<file path="src/rtl/sdp_core_split_pkg.sv">
// sdp_core_split_pkg: shared constants, FSM state type and helper functions
// for the SDP wide-to-narrow splitter.
package sdp_core_split_pkg;

  localparam int SPLIT_CNT_W     = 4;
  localparam int SPLIT_MAX_RATIO = 16;

  typedef enum logic {
    ST_EMPTY = 1'b0,
    ST_HOLD  = 1'b1
  } split_state_e;

  // Only power-of-two ratios that fit the 4-bit segment counter are supported.
  function automatic logic split_ratio_legal(input int ratio);
    return (ratio == 1) || (ratio == 2) || (ratio == 4) ||
           (ratio == 8) || (ratio == 16);
  endfunction

  // Index of the lowest set bit; 0 when the mask is empty.
  function automatic logic [SPLIT_CNT_W-1:0] split_lowest_set(
    input logic [SPLIT_MAX_RATIO-1:0] mask
  );
    logic [SPLIT_CNT_W-1:0] idx;
    idx = '0;
    for (int i = SPLIT_MAX_RATIO - 1; i >= 0; i--) begin
      if (mask[i]) idx = SPLIT_CNT_W'(i);
    end
    return idx;
  endfunction

endpackage

</file>
<file path="src/rtl/sdp_core_split_if.sv">
// sdp_core_split_if: wide input / narrow output handshake bundle.
// inp_mask exists only when SDP_CORE_SPLIT_MASK_EN is defined.
// master = upstream producer + downstream consumer side, slave = splitter.
interface sdp_core_split_if #(
  parameter int IW = 512,
  parameter int OW = 128
);

  logic          inp_pvld;
  logic          inp_prdy;
  logic [IW-1:0] inp_data;
`ifdef SDP_CORE_SPLIT_MASK_EN
  logic [IW/OW-1:0] inp_mask;
`endif
  logic          out_pvld;
  logic          out_prdy;
  logic [OW-1:0] out_data;
  logic          out_last;

  modport master (
`ifdef SDP_CORE_SPLIT_MASK_EN
    output inp_mask,
`endif
    output inp_pvld, inp_data, out_prdy,
    input  inp_prdy, out_pvld, out_data, out_last
  );

  modport slave (
`ifdef SDP_CORE_SPLIT_MASK_EN
    input  inp_mask,
`endif
    input  inp_pvld, inp_data, out_prdy,
    output inp_prdy, out_pvld, out_data, out_last
  );

endinterface

</file>
<file path="src/rtl/sdp_core_split_penc.sv">
// sdp_core_split_penc: RATIO-wide priority encoder. Returns the lowest set
// mask index strictly above start, and none_above when there is none.
// Used only when SDP_CORE_SPLIT_MASK_EN is defined.
module sdp_core_split_penc
  import sdp_core_split_pkg::*;
#(
  parameter int RATIO = 4
) (
  input  logic [RATIO-1:0]       mask,
  input  logic [SPLIT_CNT_W-1:0] start,
  output logic [SPLIT_CNT_W-1:0] nxt,
  output logic                   none_above
);

  // Scan high to low so the last hit is the lowest index above start.
  always_comb begin
    nxt        = start;
    none_above = 1'b1;
    for (int i = RATIO - 1; i >= 0; i--) begin
      if (mask[i] && (i > int'(start))) begin
        nxt        = SPLIT_CNT_W'(i);
        none_above = 1'b0;
      end
    end
  end

endmodule

</file>
<file path="src/rtl/sdp_core_split.sv">
// sdp_core_split: accepts one IW-bit word and replays it as RATIO OW-bit
// segments, lowest first, with no bubble between consecutive words.
// Optional macro SDP_CORE_SPLIT_MASK_EN adds a per-segment emit mask.
//
//   state    | meaning
//   ---------+-----------------------------------------------------------
//   ST_EMPTY | nothing held; inp_prdy=1, out_pvld=0
//   ST_HOLD  | word held; out_data shows segment seg_cnt, out_pvld=1
module sdp_core_split
  import sdp_core_split_pkg::*;
#(
  parameter int IW    = 512,
  parameter int OW    = 128,
  parameter int RATIO = IW / OW
) (
  input logic             nvdla_core_clk,
  input logic             nvdla_core_rstn,
  sdp_core_split_if.slave bus
);

  if (!split_ratio_legal(RATIO) || (RATIO * OW != IW)) begin : g_bad_ratio
    $error("sdp_core_split: illegal RATIO %0d (IW=%0d OW=%0d)", RATIO, IW, OW);
  end

  split_state_e           state_q;
  split_state_e           state_d;
  logic [IW-1:0]          hold_data;
  logic [SPLIT_CNT_W-1:0] seg_cnt;
  logic [SPLIT_CNT_W-1:0] load_cnt;
  logic [SPLIT_CNT_W-1:0] next_cnt;
  logic                   hold_vld;
  logic                   is_last;
  logic                   word_has_seg;
  logic                   inp_acc;
  logic                   out_acc;
  logic                   load;
  logic                   advance;
  logic                   rewind;

  assign hold_vld = (state_q == ST_HOLD);
  assign inp_acc  = bus.inp_pvld & bus.inp_prdy;
  assign out_acc  = hold_vld & bus.out_prdy;

`ifdef SDP_CORE_SPLIT_MASK_EN
  logic [RATIO-1:0]       hold_mask;
  logic [SPLIT_CNT_W-1:0] penc_nxt;
  logic                   penc_none;

  sdp_core_split_penc #(.RATIO(RATIO)) u_penc (
    .mask       (hold_mask),
    .start      (seg_cnt),
    .nxt        (penc_nxt),
    .none_above (penc_none)
  );

  // An all-zero mask consumes the word without producing any segment.
  assign is_last      = penc_none;
  assign word_has_seg = |bus.inp_mask;
  assign load_cnt     = split_lowest_set(SPLIT_MAX_RATIO'(bus.inp_mask));
  assign next_cnt     = penc_nxt;

  // Capture the emit mask alongside the data word.
  always_ff @(posedge nvdla_core_clk) begin
    if (!nvdla_core_rstn) begin
      hold_mask <= '0;
    end else if (load) begin
      hold_mask <= bus.inp_mask;
    end
  end
`else
  assign is_last      = (seg_cnt == SPLIT_CNT_W'(RATIO - 1));
  assign word_has_seg = 1'b1;
  assign load_cnt     = '0;
  assign next_cnt     = seg_cnt + SPLIT_CNT_W'(1);
`endif

  // State register.
  always_ff @(posedge nvdla_core_clk) begin
    if (!nvdla_core_rstn) begin
      state_q <= ST_EMPTY;
    end else begin
      state_q <= state_d;
    end
  end

  // Next-state and datapath control; a last-segment accept may reload in
  // the same cycle, which is what keeps the stream bubble-free.
  always_comb begin
    state_d = state_q;
    load    = 1'b0;
    advance = 1'b0;
    rewind  = 1'b0;
    case (state_q)
      ST_EMPTY: begin
        if (inp_acc) begin
          load    = 1'b1;
          state_d = word_has_seg ? ST_HOLD : ST_EMPTY;
        end
      end
      ST_HOLD: begin
        if (out_acc) begin
          if (!is_last) begin
            advance = 1'b1;
          end else if (inp_acc) begin
            load    = 1'b1;
            state_d = word_has_seg ? ST_HOLD : ST_EMPTY;
          end else begin
            rewind  = 1'b1;
            state_d = ST_EMPTY;
          end
        end
      end
      default: state_d = ST_EMPTY;
    endcase
  end

  // Handshake outputs; inp_prdy is the only input-to-output path.
  always_comb begin
    bus.out_pvld = hold_vld;
    bus.out_last = hold_vld & is_last;
    bus.inp_prdy = !hold_vld | (bus.out_prdy & is_last);
  end

  // Holding register and segment counter.
  always_ff @(posedge nvdla_core_clk) begin
    if (!nvdla_core_rstn) begin
      hold_data <= '0;
      seg_cnt   <= '0;
    end else if (load) begin
      hold_data <= bus.inp_data;
      seg_cnt   <= load_cnt;
    end else if (advance) begin
      seg_cnt   <= next_cnt;
    end else if (rewind) begin
      seg_cnt   <= '0;
    end
  end

  if (RATIO == 1) begin : g_one
    assign bus.out_data = hold_data;
  end else begin : g_mux
    localparam int IDX_W = $clog2(RATIO);
    logic [OW-1:0] seg_arr [RATIO];
    for (genvar k = 0; k < RATIO; k++) begin : g_seg
      assign seg_arr[k] = hold_data[k*OW +: OW];
    end
    assign bus.out_data = seg_arr[seg_cnt[IDX_W-1:0]];
  end

endmodule

</file>
<file path="src/flat_wrapper.sv">
// flat-port wrapper written by rule: the top's interface ports become plain ports
module sdp_core_split_flat import sdp_core_split_pkg::*;
#(
  parameter int IW    = 512,
  parameter int OW    = 128,
  parameter int RATIO = IW / OW
)
  (nvdla_core_clk, nvdla_core_rstn, bus_inp_pvld, bus_inp_data, bus_out_prdy, bus_inp_prdy, bus_out_pvld, bus_out_data, bus_out_last);
  sdp_core_split_if #(.IW(IW), .OW(OW)) bus_i ();
  input logic nvdla_core_clk;
  input logic nvdla_core_rstn;
  input wire logic [$bits(bus_i.inp_pvld)-1:0] bus_inp_pvld;
  input wire logic [$bits(bus_i.inp_data)-1:0] bus_inp_data;
  input wire logic [$bits(bus_i.out_prdy)-1:0] bus_out_prdy;
  output wire logic [$bits(bus_i.inp_prdy)-1:0] bus_inp_prdy;
  output wire logic [$bits(bus_i.out_pvld)-1:0] bus_out_pvld;
  output wire logic [$bits(bus_i.out_data)-1:0] bus_out_data;
  output wire logic [$bits(bus_i.out_last)-1:0] bus_out_last;
  assign bus_i.inp_pvld = bus_inp_pvld;
  assign bus_i.inp_data = bus_inp_data;
  assign bus_i.out_prdy = bus_out_prdy;
  assign bus_inp_prdy = bus_i.inp_prdy;
  assign bus_out_pvld = bus_i.out_pvld;
  assign bus_out_data = bus_i.out_data;
  assign bus_out_last = bus_i.out_last;
  sdp_core_split #(.IW(IW), .OW(OW), .RATIO(RATIO)) u_core (.nvdla_core_clk(nvdla_core_clk), .nvdla_core_rstn(nvdla_core_rstn), .bus(bus_i));
endmodule
</file>
<file path="config.mk">
export PLATFORM = sky130hd
export DESIGN_NAME = sdp_core_split_flat
export DESIGN_NICKNAME = d
export VERILOG_FILES = /design/src/rtl/sdp_core_split_pkg.sv /design/src/rtl/sdp_core_split_if.sv /design/src/rtl/sdp_core_split_penc.sv /design/src/rtl/sdp_core_split.sv /design/src/flat_wrapper.sv
export SDC_FILE = /design/constraint.sdc
export NUM_CORES = 1
export LEC_CHECK = 0
export ABC_AREA = 1
export CORE_MARGIN = 10
export CORE_UTILIZATION = 30
export CTS_CLUSTER_SIZE = 28
export DETAILED_ROUTE_END_ITERATION = 7
export PLACE_DENSITY = 0.58
export REMOVE_ABC_BUFFERS = 1
export SLEW_MARGIN = 20
export SYNTH_ARGS = -nofsm -noshare
export SYNTH_HDL_FRONTEND = slang
export SYNTH_SLANG_ARGS = --single-unit
</file>
<file path="constraint.sdc">
create_clock -name nvdla_core_clk -period 2.15 [get_ports nvdla_core_clk]
set_clock_uncertainty 0.15 [all_clocks]
set_input_delay 0.3225 -clock nvdla_core_clk [delete_from_list [all_inputs] [get_ports nvdla_core_clk]]
set_output_delay 0.3225 -clock nvdla_core_clk [all_outputs]
set_load 0.02 [all_outputs]
</file>
Yosys cells after proc, flatten, opt, wreduce, memory -nomap -nowiden

Index checks and enable logic that the tools add are counted.

Register bits: 517

Bitwise operators: 8
Add/subtract/negate cells: 1
Reduce and logical (&&, ||, !) cells: 3
Multiplexer cells: 19
Magnitude comparators: 1
Equality and inequality tests: 1

Operators with widths:

| operator            | number |
|---|---|
| $bmux 128 s2        | 1 |
| $mux 128            | 2 |
| $mux 1              | 12 |
| $mux 4              | 2 |
| $add 4x1->4 const B | 1 |
| $and 1x1->1         | 4 |
| $eq 4x2->1 const B  | 1 |
| $pmux 1 s2          | 2 |
| $ge 3x3->1 const B  | 1 |
| $not 2->3           | 1 |
| $not 1->1           | 2 |
| $reduce_bool 2->1   | 1 |
| $reduce_or 2->1     | 1 |
| $logic_not 1->1     | 1 |
| $or 1x1->1          | 1 |

Longest topological paths before layout

Gate-level depths: netlist of run 1.

Depth after elaboration: 10
Mapped depth: 8

Least setup slack after synthesis of run 1

OpenSTA, ideal clock, no wires.

Path kind: register to output
Start point: register u_core.seg_cnt[0]
End point: output port bus_out_data[124]
Setup slack: 0.184 ns
Cell stages (with the launch flop): 6
Buffers on the path: 3
Required time: 1.678 ns
Data arrival time: 1.493 ns
Cell sequence: dfxtp_1 -> buf_4 -> buf_2 -> clkbuf_1 -> o21ai_0 -> o22ai_1

Word-level cells in the longest chain between the ends: 4

RTL lines:

| item                                         | line                  | text |
|---|---|---|
| start, declared                              | sdp_core_split.sv:28  | `logic [SPLIT_CNT_W-1:0] seg_cnt;` |
| start signal, assigned                       | sdp_core_split.sv:131 | `seg_cnt <= load_cnt;` |
| start signal, assigned                       | sdp_core_split.sv:133 | `seg_cnt <= next_cnt;` |
| $not 2->3 (implied by the code)              | sdp_core_split.sv:147 | `assign bus.out_data = seg_arr[seg_cnt[IDX_W-1:0]];` |
| $bmux 128 s2                                 | sdp_core_split.sv:147 |  |
| $mux 128 (implied by the code) (2 in series) | sdp_core_split.sv:147 |  |
| end, declared                                | flat_wrapper.sv:17    | `output wire logic [$bits(bus_i.out_data)-1:0] bus_out_data;` |

No other way between the ends. The select of a mux whose other input is x is not followed.

Final worst setup path of run 1

Start point: register u_core.seg_cnt[0]
End point: output port bus_out_data[109]

The elaborated chain is that of the path after synthesis.

==> results of run 1 <==
==> power by group <==
part / internal (mW) / switching, mW / total [mW]
combinational: 2.83 / 3.04 / 5.87
clock: 6.09 / 4.25 / 10.3
sequential: 10.3 / 0.425 / 10.8
==> timing repair <==
action / in CTS / in global routing
gates cloned: 7 / 15
endpoints found under the hold margin: 31 / 0
buffers inserted: 17 / 38
hold buffers: 1 / 0
endpoints found under the setup margin: 572 / 628
pin swaps: 10 / 58
resized for setup: 545 / 287
==> layout make-up <==
cell class                      instances  area share [%]
Clock inverter                         18          0.4881
Tap cell                             1155           3.733
Antenna cell                            9         0.05818
Multi-Input combinational cell       2719           32.68
Clock buffer                           91           4.629
Sequential cell                       517           26.76
Inverter                              521           5.104
Timing Repair Buffer                  948           26.55
==> sequential cells by signal, summed over array words and instances, names as in the netlist <==
| name | count |
|---|---|
| u_core.hold_data | 512 |
| u_core.bus.out_pvld | 1 |
| u_core.seg_cnt | 4 |
==> final timing paths <==
check	start	end	cells past startpoint
worst max register to register	u_core.seg_cnt[0]$_SDFFE_PP0P_	u_core.hold_data[14]$_SDFFE_PN0P_	11
worst min-delay path	bus_inp_pvld	u_core.hold_data[175]$_SDFFE_PN0P_	4
worst min register to register	u_core.hold_data[149]$_SDFFE_PN0P_	u_core.hold_data[149]$_SDFFE_PN0P_	2
worst max-delay path	u_core.seg_cnt[0]$_SDFFE_PP0P_	bus_out_data[109]	6
==> worst register-to-register path, delay by kind of cell (launching register included) <==
| family | cells | cell delay, ps |
|---|---|---|
| buffers and inverters | 5 | 970 |
| and+or+nand+nor | 5 | 480 |
| adders and majority gates | 1 | 140 |
| DFF | 1 | 440 |
==> cells in the final DEF (no fill, tap or decap), types with 2 or more instances in the layout <==
cell	n
a21oi_1	512
buf_12	84
buf_16	12
buf_4	248
buf_6	57
buf_8	16
bufinv_16	3
clkbuf_1	17
clkbuf_16	75
clkbuf_8	11
clkdlybuf4s15_2	3
clkdlybuf4s50_1	514
clkinv_2	9
dfxtp_1	515
dfxtp_4	2
diode_2	9
inv_1	519
inv_6	3
inv_8	2
nand2_1	525
nand3_1	516
nor2_1	764
nor2_2	9
nor2_4	2
o21ai_0	155
o21ai_1	60
o21ai_2	38
o21ai_4	4
o22ai_1	96
o22ai_2	29
o22ai_4	3
==> cells by family (layout without fill, tap and decap cells) <==
| logic type | Yosys count | after routing | share of synthesized area, % |
|---|---|---|---|
| AO/OA/AOI/OAI | 898 | 898 | 17.84 |
| XOR/XNOR | 1 | 1 | 0.03356 |
| adder cells (fa/ha/maj) | 1 | 1 | 0.04793 |
| buffers and inverters | 889 | 1578 | 13.78 |
| flip-flops | 517 | 517 | 39.65 |
| other | 0 | 9 | 0 |
| AND/OR/NAND/NOR | 1819 | 1819 | 28.65 |
==> routing by layer <==
| metal | track usage (%) | vias to the layer above | wire length [um] |
|---|---|---|---|
| met5 | 0 | - | 95 |
| met4 | 5.872 | 12 | 2746 |
| met3 | 4.099 | 153 | 6527 |
| met2 | 31.47 | 825 | 48540 |
| met1 | 24.24 | 13224 | 45310 |
| li1 | - | 14497 | - |
==> metrics by stage <==
| step | std cells | instance area [um^2] |
|---|---|---|
| finish | 5978 | 38710 |
| CTS | 5916 | 37350 |
| detailed placement | 5782 | 34960 |
| floorplan | 3757 | 24460 |
| global placement | 5782 | 34960 |
| global route | 5977 | 38710 |
==> results.json, run 1 <==
{
  "fin_crit_sh_pct": 119.0,
  "clock-root-buffer": "clkbuf_16",
  "cp_slowest_cell": "dfxtp_4",
  "drt-wirelength-per-cell_um": 17.27,
  "design.die.area_mm2": 0.09920,
  "cts_tree": "yes",
  "pin_count": 647,
  "first_global_vias": 27213,
  "layout_min_cycle_time_ps": 2559,
  "cpLargestDelayFamily": "buffers and inverters",
  "register_area_mm2": 0.01036,
  "drv_cap": 0,
  "core_area_mm2": 0.08648,
  "slew_headroom_pct": 67.70,
  "crit_chain": "inv_8 -> buf_6 -> buf_4 -> nor2_1 -> o22ai_1 -> buf_12",
  "ant_nets": 0,
  "synth.area.top_cells": "dfxtp_1 40%, nor2_1 11%, nand3_1 9.9%",
  "timing.setup.tns_ps": -57980,
  "path_clk_slew_ps": 60,
  "crit_type": "reg -> out",
  "ir_worst_vdd_v": 0.0004929,
  "synth_cell_types": 18,
  "yosys_register_bits": 517,
  "cp.buffers_inverters": 4,
  "end_kind": "output pin",
  "tightest_slew_ps": 484.4,
  "netlist_instances": 4125,
  "dpl.hpwl_um": 70890,
  "synthMostInstantiatedCell": "nor2_1",
  "finalHoldViolations": 0,
  "violations": "negative setup slack",
  "grt_max_degree": 76,
  "multi_input_area_mm2": 0.01265,
  "p_per_area_mw_per_mm2": 696.9,
  "reg2reg_slack_ps": -140,
  "cts.sinks": 517,
  "drc_errors": 0,
  "hp-class": "in -> reg",
  "critical_path.max_fanout": 19,
  "total_power_mw": 26.97,
  "vias_per_cell": 4.803,
  "async_reset_ff_share_pct": 0,
  "clockBufferDepth": 3,
  "rsz0062_at_grt": "yes",
  "wl_um": 103200,
  "first_pass_iters": 6,
  "clkLatencyLatePin_ps": 610,
  "critPathArrivalTime_ps": 2090,
  "slew_violations": 0,
  "vias": 28711,
  "area_growth_pct": 48.30,
  "yosysWarnings": 0,
  "cts_buffers": 61,
  "outcome": "finished, violations left",
  "synth_ff_type": "dfxtp_1",
  "cp.required_ps": 1680,
  "avgSynthCellArea_um2": 6.328,
  "setup_ws_ps": -409.1,
  "row_count": 108,
  "setup_viol": 522,
  "yosys-top-cells-count": "775 x nor2_1, 526 x nand2_1, 521 x inv_1, 517 x dfxtp_1, 517 x nand3_1",
  "start_util_pct": 30.18,
  "nFillCells": 8993,
  "synth_edf_count": 0,
  "die_w_um": 315.0,
  "synth.largest_area_cell": "dfxtp_1",
  "routabilityCongestion": 0.8436,
  "port_buffers": 646,
  "layout-drive-gt1-share_pct": 12.84,
  "htree_levels": 2,
  "holdWs_ps": 86.95,
  "synth_top_area_share_pct": 39.65,
  "nets": 5285,
  "syn_area_mm2": 0.02610,
  "drtIter0Drc": 2117,
  "critical_path.max_stage_delay_ps": 400,
  "fmax_ghz": 0.3908,
  "grt_first_pass_wirelength_um": 153200,
  "antenna_found_initial": 17,
  "p_leak_nw": 18.33,
  "yosysSeqAreaShare_pct": 39.65,
  "worst_setup_path_start_kind": "flop",
  "grt.total_usage_pct": 18.96,
  "pre_cts_ws_ps": -440.7,
  "grt_overflow": 0,
  "die_h_um": 315.0,
  "fin_util_pct": 44.76
}
No activity file was read; power rests on OpenSTA's default activity.
==> inputs of run 2 (changes only) <==
- CELL_PAD_IN_SITES_DETAIL_PLACEMENT: not set -> 2
- CELL_PAD_IN_SITES_GLOBAL_PLACEMENT: not set -> 2
- CORE_ASPECT_RATIO: not set -> 2
- CORE_UTILIZATION: 30 -> 26
- PLACE_DENSITY: 0.58 -> 0.86
- clock period: 2.15 -> 2.8 ns (I/O delays scaled with it)
==> results.json, run 2 (synthesis results as in run 1) <==
{
  "outcome": "complete, no violations",
  "multi_input_area_mm2": 0.01228,
  "cts_buffers": 53,
  "vias_per_cell": 4.927,
  "total_power_mw": 19.92,
  "clockBufferDepth": 3,
  "final_common_cell": "nor2_1",
  "cts_tree": "yes",
  "ir_worst_vdd_v": 0.0004429,
  "routabilityCongestion": 0.7639,
  "hp-start": "bus_inp_pvld",
  "finalHoldViolations": 0,
  "wl_um": 124200,
  "die_w_um": 244.0,
  "port_buffers": 646,
  "critical_path.max_fanout": 39,
  "largest-register": "u_core.hold_data",
  "finish.instance_area_mm2": 0.03603,
  "slew_headroom_pct": 54.66,
  "crit_chain": "clkinv_16 -> buf_8 -> buf_16 -> o21ai_0 -> o22ai_1 -> clkdlybuf4s15_2",
  "layout-drive-gt1-share_pct": 8.279,
  "instances_no_fill": 5976,
  "drc_errors": 0,
  "tightest_slew_ps": 680.1,
  "grt.total_usage_pct": 20.27,
  "antenna_found_initial": 20,
  "cp.required_ps": 2230,
  "fmax_ghz": 0.3604,
  "grt_max_degree": 133,
  "clkLatencyLatePin_ps": 610,
  "rsz0062_at_grt": "yes",
  "drt-wirelength-per-cell_um": 20.78,
  "worstHoldPathCells": 4,
  "die_h_um": 468.1,
  "critPathArrivalTime_ps": 2200,
  "vias": 29442,
  "design.die.area_mm2": 0.1142,
  "p_per_area_mw_per_mm2": 552.8,
  "grt_first_pass_wirelength_um": 185400,
  "largest_reg_flops": 512,
  "crit_type": "reg -> out",
  "drv_cap": 0,
  "hp-class": "in -> reg",
  "worst_setup_path_start_kind": "flop",
  "area_growth_pct": 38.05,
  "nets": 5119,
  "register_area_mm2": 0.01036,
  "clock-root-buffer": "clkbuf_16",
  "grt_overflow": 0,
  "drtIter0Drc": 1398,
  "cp_slowest_cell": "dfxtp_4",
  "ant_nets": 0,
  "row_count": 164,
  "place_area_mm2": 0.03423,
  "rr_startpoint": "u_core.seg_cnt[0]$_SDFFE_PP0P_",
  "nFillCells": 11851,
  "pre_cts_ws_ps": 155.4,
  "holdPathEnd": "u_core.hold_data[35]$_SDFFE_PN0P_",
  "start_util_pct": 26.17,
  "dp_cells": 5851,
  "fin_crit_sh_pct": 99.10,
  "first_pass_iters": 5,
  "htree_levels": 2,
  "p_leak_nw": 17.00,
  "regToRegEndpoint": "u_core.hold_data[193]$_SDFFE_PN0P_",
  "final_cell_mix": "772 x nor2_1, 525 x nand2_1, 519 x inv_1",
  "first_global_vias": 31810,
  "reg2reg_slack_ps": 170,
  "slew_violations": 0,
  "dpl.hpwl_um": 87110,
  "end_kind": "output pin",
  "layout_min_cycle_time_ps": 2775,
  "critical_path.max_stage_delay_ps": 500,
  "setup_viol": 0,
  "r2r_cells": 10,
  "core_area_mm2": 0.09973,
  "pin_count": 647,
  "setup_ws_ps": 25.22,
  "path_clk_slew_ps": 70,
  "cts.sinks": 517
}
[run 2: cell count changes in the layout (fill, tap and decap cells not counted), moves of 20 or more]
cell and change:
buf_12 -30, clkdlybuf4s15_2 +20, buf_4 -165, buf_6 -50, o21ai_1 -24, buf_2 +77
o21ai_2 -34, o21ai_0 +62
[run 2: timing repair]
item | 4_1_cts | 5_1_grt
hold buffers | 1 | 0
endpoints found under the hold margin | 12 | 0
pin swaps | 1 | 11
gates resized for setup | 403 | 206
endpoints found under the setup margin | 129 | 116
buffers inserted | 8 | 9
cloned | 0 | 6
[run 2: final cells by class]
class,count,area share [%]
clock buffers,72,4.188
multi-input cells,2719,34.09
well taps,1328,4.611
diodes,10,0.06945
repair buffers,789,22.17
repair inverters,1,0.03125
flip-flops and latches,517,28.74
inverters,521,5.507
clock inverters,19,0.5868
[run 2: power by group]
part	total, mW	internal, mW	switching [mW]	leakage [nW]
logic	4.24	1.83	2.41	11.9
clock network	7.40	4.13	3.28	0.855
registers	8.28	7.94	0.342	4.28
total	19.9	13.9	6.03	17.0
[run 2: per-layer routing]
layer  track usage (%)  routed length [um]
met3             4.259                6362
met2             37.76               64520
met5                 0                 131
met1             23.02               50630
met4             4.738                2565
[run 2: worst max-delay path by stage]
stage	from	end	slack (ps)	depth (start not counted)
after floorplan	u_core.seg_cnt[0]$_SDFFE_PP0P_	u_core.bus.out_pvld$_SDFF_PN0_	-11600	4
after global placement	u_core.seg_cnt[0]$_SDFFE_PP0P_	bus_out_data[86]	160	5
after detailed placement	u_core.seg_cnt[0]$_SDFFE_PP0P_	bus_out_data[86]	160	5
after CTS	u_core.seg_cnt[0]$_SDFFE_PP0P_	bus_out_data[86]	-170	5
after global routing	u_core.seg_cnt[0]$_SDFFE_PP0P_	bus_out_data[114]	-90	6
final	u_core.seg_cnt[0]$_SDFFE_PP0P_	bus_out_data[4]	30	6
[run 2: stage by stage]
step / util, % / TNS (ps) / hold slack, ps
floorplan: - / -6823340 / 296.2
global placement: 34.32 / 0 / 304.8
detailed placement: 34.32 / 0 / 316.9
CTS: 36.27 / -3562 / 136.8
global route: 36.13 / -508.1 / 172.1
finish: 36.13 / 0 / 150.4
[run 2: worst max-delay path, delay by kind of cell (launching register included)]
| family | cells | cell delay (ps) |
|---|---|---|
| buffers and inverters | 4 | 740 |
| AOI/OAI and AO/OA | 2 | 290 |
| DFF | 1 | 500 |
==> inputs of run 3 (changes only) <==
- HOLD_SLACK_MARGIN: not set -> 0.03
- SKIP_LAST_GASP: not set -> 1
==> results.json, run 3 (synthesis results as in run 1) <==
{
  "cp.required_ps": 2230,
  "critPathArrivalTime_ps": 2210,
  "row_count": 164,
  "path_common_cell": "buf_12",
  "crit_start": "u_core.seg_cnt[0]$_SDFFE_PP0P_",
  "drc_errors": 0,
  "worst_setup_path_start_kind": "flop",
  "first_pass_iters": 5,
  "nets": 5121,
  "fin_crit_sh_pct": 99.15,
  "crit_chain": "buf_16 -> buf_12 -> buf_12 -> o21ai_0 -> o22ai_1 -> clkdlybuf4s15_2",
  "drtIter0Drc": 1322,
  "total_power_mw": 19.94,
  "cts_buffers": 53,
  "final_common_cell": "nor2_1",
  "cp.buffers_inverters": 4,
  "clockBufferDepth": 3,
  "rr_startpoint": "u_core.seg_cnt[0]$_SDFFE_PP0P_",
  "crit_type": "reg -> out",
  "critical_path.max_stage_delay_ps": 470,
  "dpl.hpwl_um": 87110,
  "drt-wirelength-per-cell_um": 20.73,
  "nFillCells": 11842,
  "critical_path.max_fanout": 25,
  "ir_worst_vdd_v": 0.0004430,
  "finalHoldViolations": 0,
  "antenna_found_initial": 21,
  "end_kind": "output pin",
  "grt_max_degree": 133,
  "hp-start": "bus_inp_pvld",
  "worstHoldPathCells": 4,
  "routabilityCongestion": 0.7639,
  "fmax_ghz": 0.3602,
  "start_util_pct": 26.17,
  "grt.total_usage_pct": 20.28,
  "pin_count": 647,
  "wl_um": 123900,
  "fin_util_pct": 36.28,
  "layout_min_cycle_time_ps": 2776,
  "core_area_mm2": 0.09973,
  "slew_headroom_pct": 53.82,
  "htree_levels": 2,
  "clkLatencyLatePin_ps": 610,
  "timing.setup.tns_ps": 0,
  "final_cell_mix": "772 x nor2_1, 526 x nand2_1, 519 x inv_1",
  "largest_reg_flops": 512,
  "instances_no_fill": 5978,
  "largest-register": "u_core.hold_data",
  "cts_tree": "yes",
  "cpLargestDelayFamily": "buffers and inverters",
  "path_clk_slew_ps": 70,
  "die_w_um": 244.0,
  "clock-root-buffer": "clkbuf_16",
  "r2r_cells": 10,
  "first_global_vias": 31829,
  "outcome": "complete, no violations",
  "grt_overflow": 0,
  "grt_first_pass_wirelength_um": 185500,
  "ant_nets": 0,
  "cp_slowest_cell": "dfxtp_4",
  "hp-class": "in -> reg",
  "p_leak_nw": 16.97,
  "slew_violations": 0,
  "vias_per_cell": 4.922,
  "cts.sinks": 517,
  "design.die.area_mm2": 0.1142,
  "tightest_slew_ps": 692.7,
  "dp_cells": 5851,
  "p_per_area_mw_per_mm2": 551.2,
  "drv_cap": 0,
  "rsz0062_at_grt": "yes",
  "cp.depth": 6,
  "vias": 29424,
  "setup_viol": 0,
  "die_h_um": 468.1,
  "area_growth_pct": 38.60,
  "port_buffers": 646,
  "layout-drive-gt1-share_pct": 8.060
}
-- run 3: final timing paths --
check	end	slack [ps]
setup reg to reg	u_core.hold_data[193]$_SDFFE_PN0P_	190
hold / removal	u_core.hold_data[35]$_SDFFE_PN0P_	160
setup / recovery	bus_out_data[118]	20
hold reg to reg	u_core.hold_data[144]$_SDFFE_PN0P_	330
-- run 3: metrics by stage --
stage	hold slack [ps]	instance area, um^2	worst slack (ps)
floorplan	296.2	24460	-11600
global placement	304.8	34230	158.5
detailed placement	316.9	34230	155.4
CTS	136.8	36220	-268.8
global route	171.1	36170	-110.1
finish	159.1	36180	23.91
-- run 3: area by class of cell --
class	count	area, um^2	share of cell area, %
Sequential cell	517	10360	28.63
Inverter	521	1984	5.485
Clock inverter	19	211.5	0.5845
Timing Repair Buffer	791	8179	22.61
Timing Repair inverter	1	11.26	0.03113
Multi-Input combinational cell	2719	12240	33.83
Clock buffer	72	1509	4.171
Tap cell	1328	1662	4.593
Antenna cell	10	25.02	0.06917
-- run 3: what timing repair did --
action                                  4_1_cts  5_1_grt
gates resized for setup                     381      139
endpoints found under the setup margin      129      122
endpoints found under the hold margin        13        0
gates cloned                                  0        5
setup buffers                                 8       12
hold buffers                                  1        0
pin swaps                                     1       13
-- run 3: per-layer routing --
metal / part of all wire [%] / GRT usage [%]
met1: 41 / 23.02
met2: 52 / 37.81
met3: 4.9 / 4.299
met4: 1.8 / 4.729
met5: 0.11 / 0
-- run 3: worst register-to-register path, cell delays in order (launching register included) --
cell and delay, ps:
dfxtp_4 470, buf_12 190, ha_2 230, nand3_1 200, nand2_8 190, buf_12 220
buf_12 260, buf_12 310, nand3_1 110, nand2_1 110, nor2_1 70
-- run 3: report_power, final --
part | switching [mW] | internal, mW | leakage [nW]
combinational | 2.41 | 1.85 | 11.8
sequential | 0.341 | 7.94 | 4.28
clock | 3.28 | 4.13 | 0.855
total | 6.02 | 13.9 | 17.0
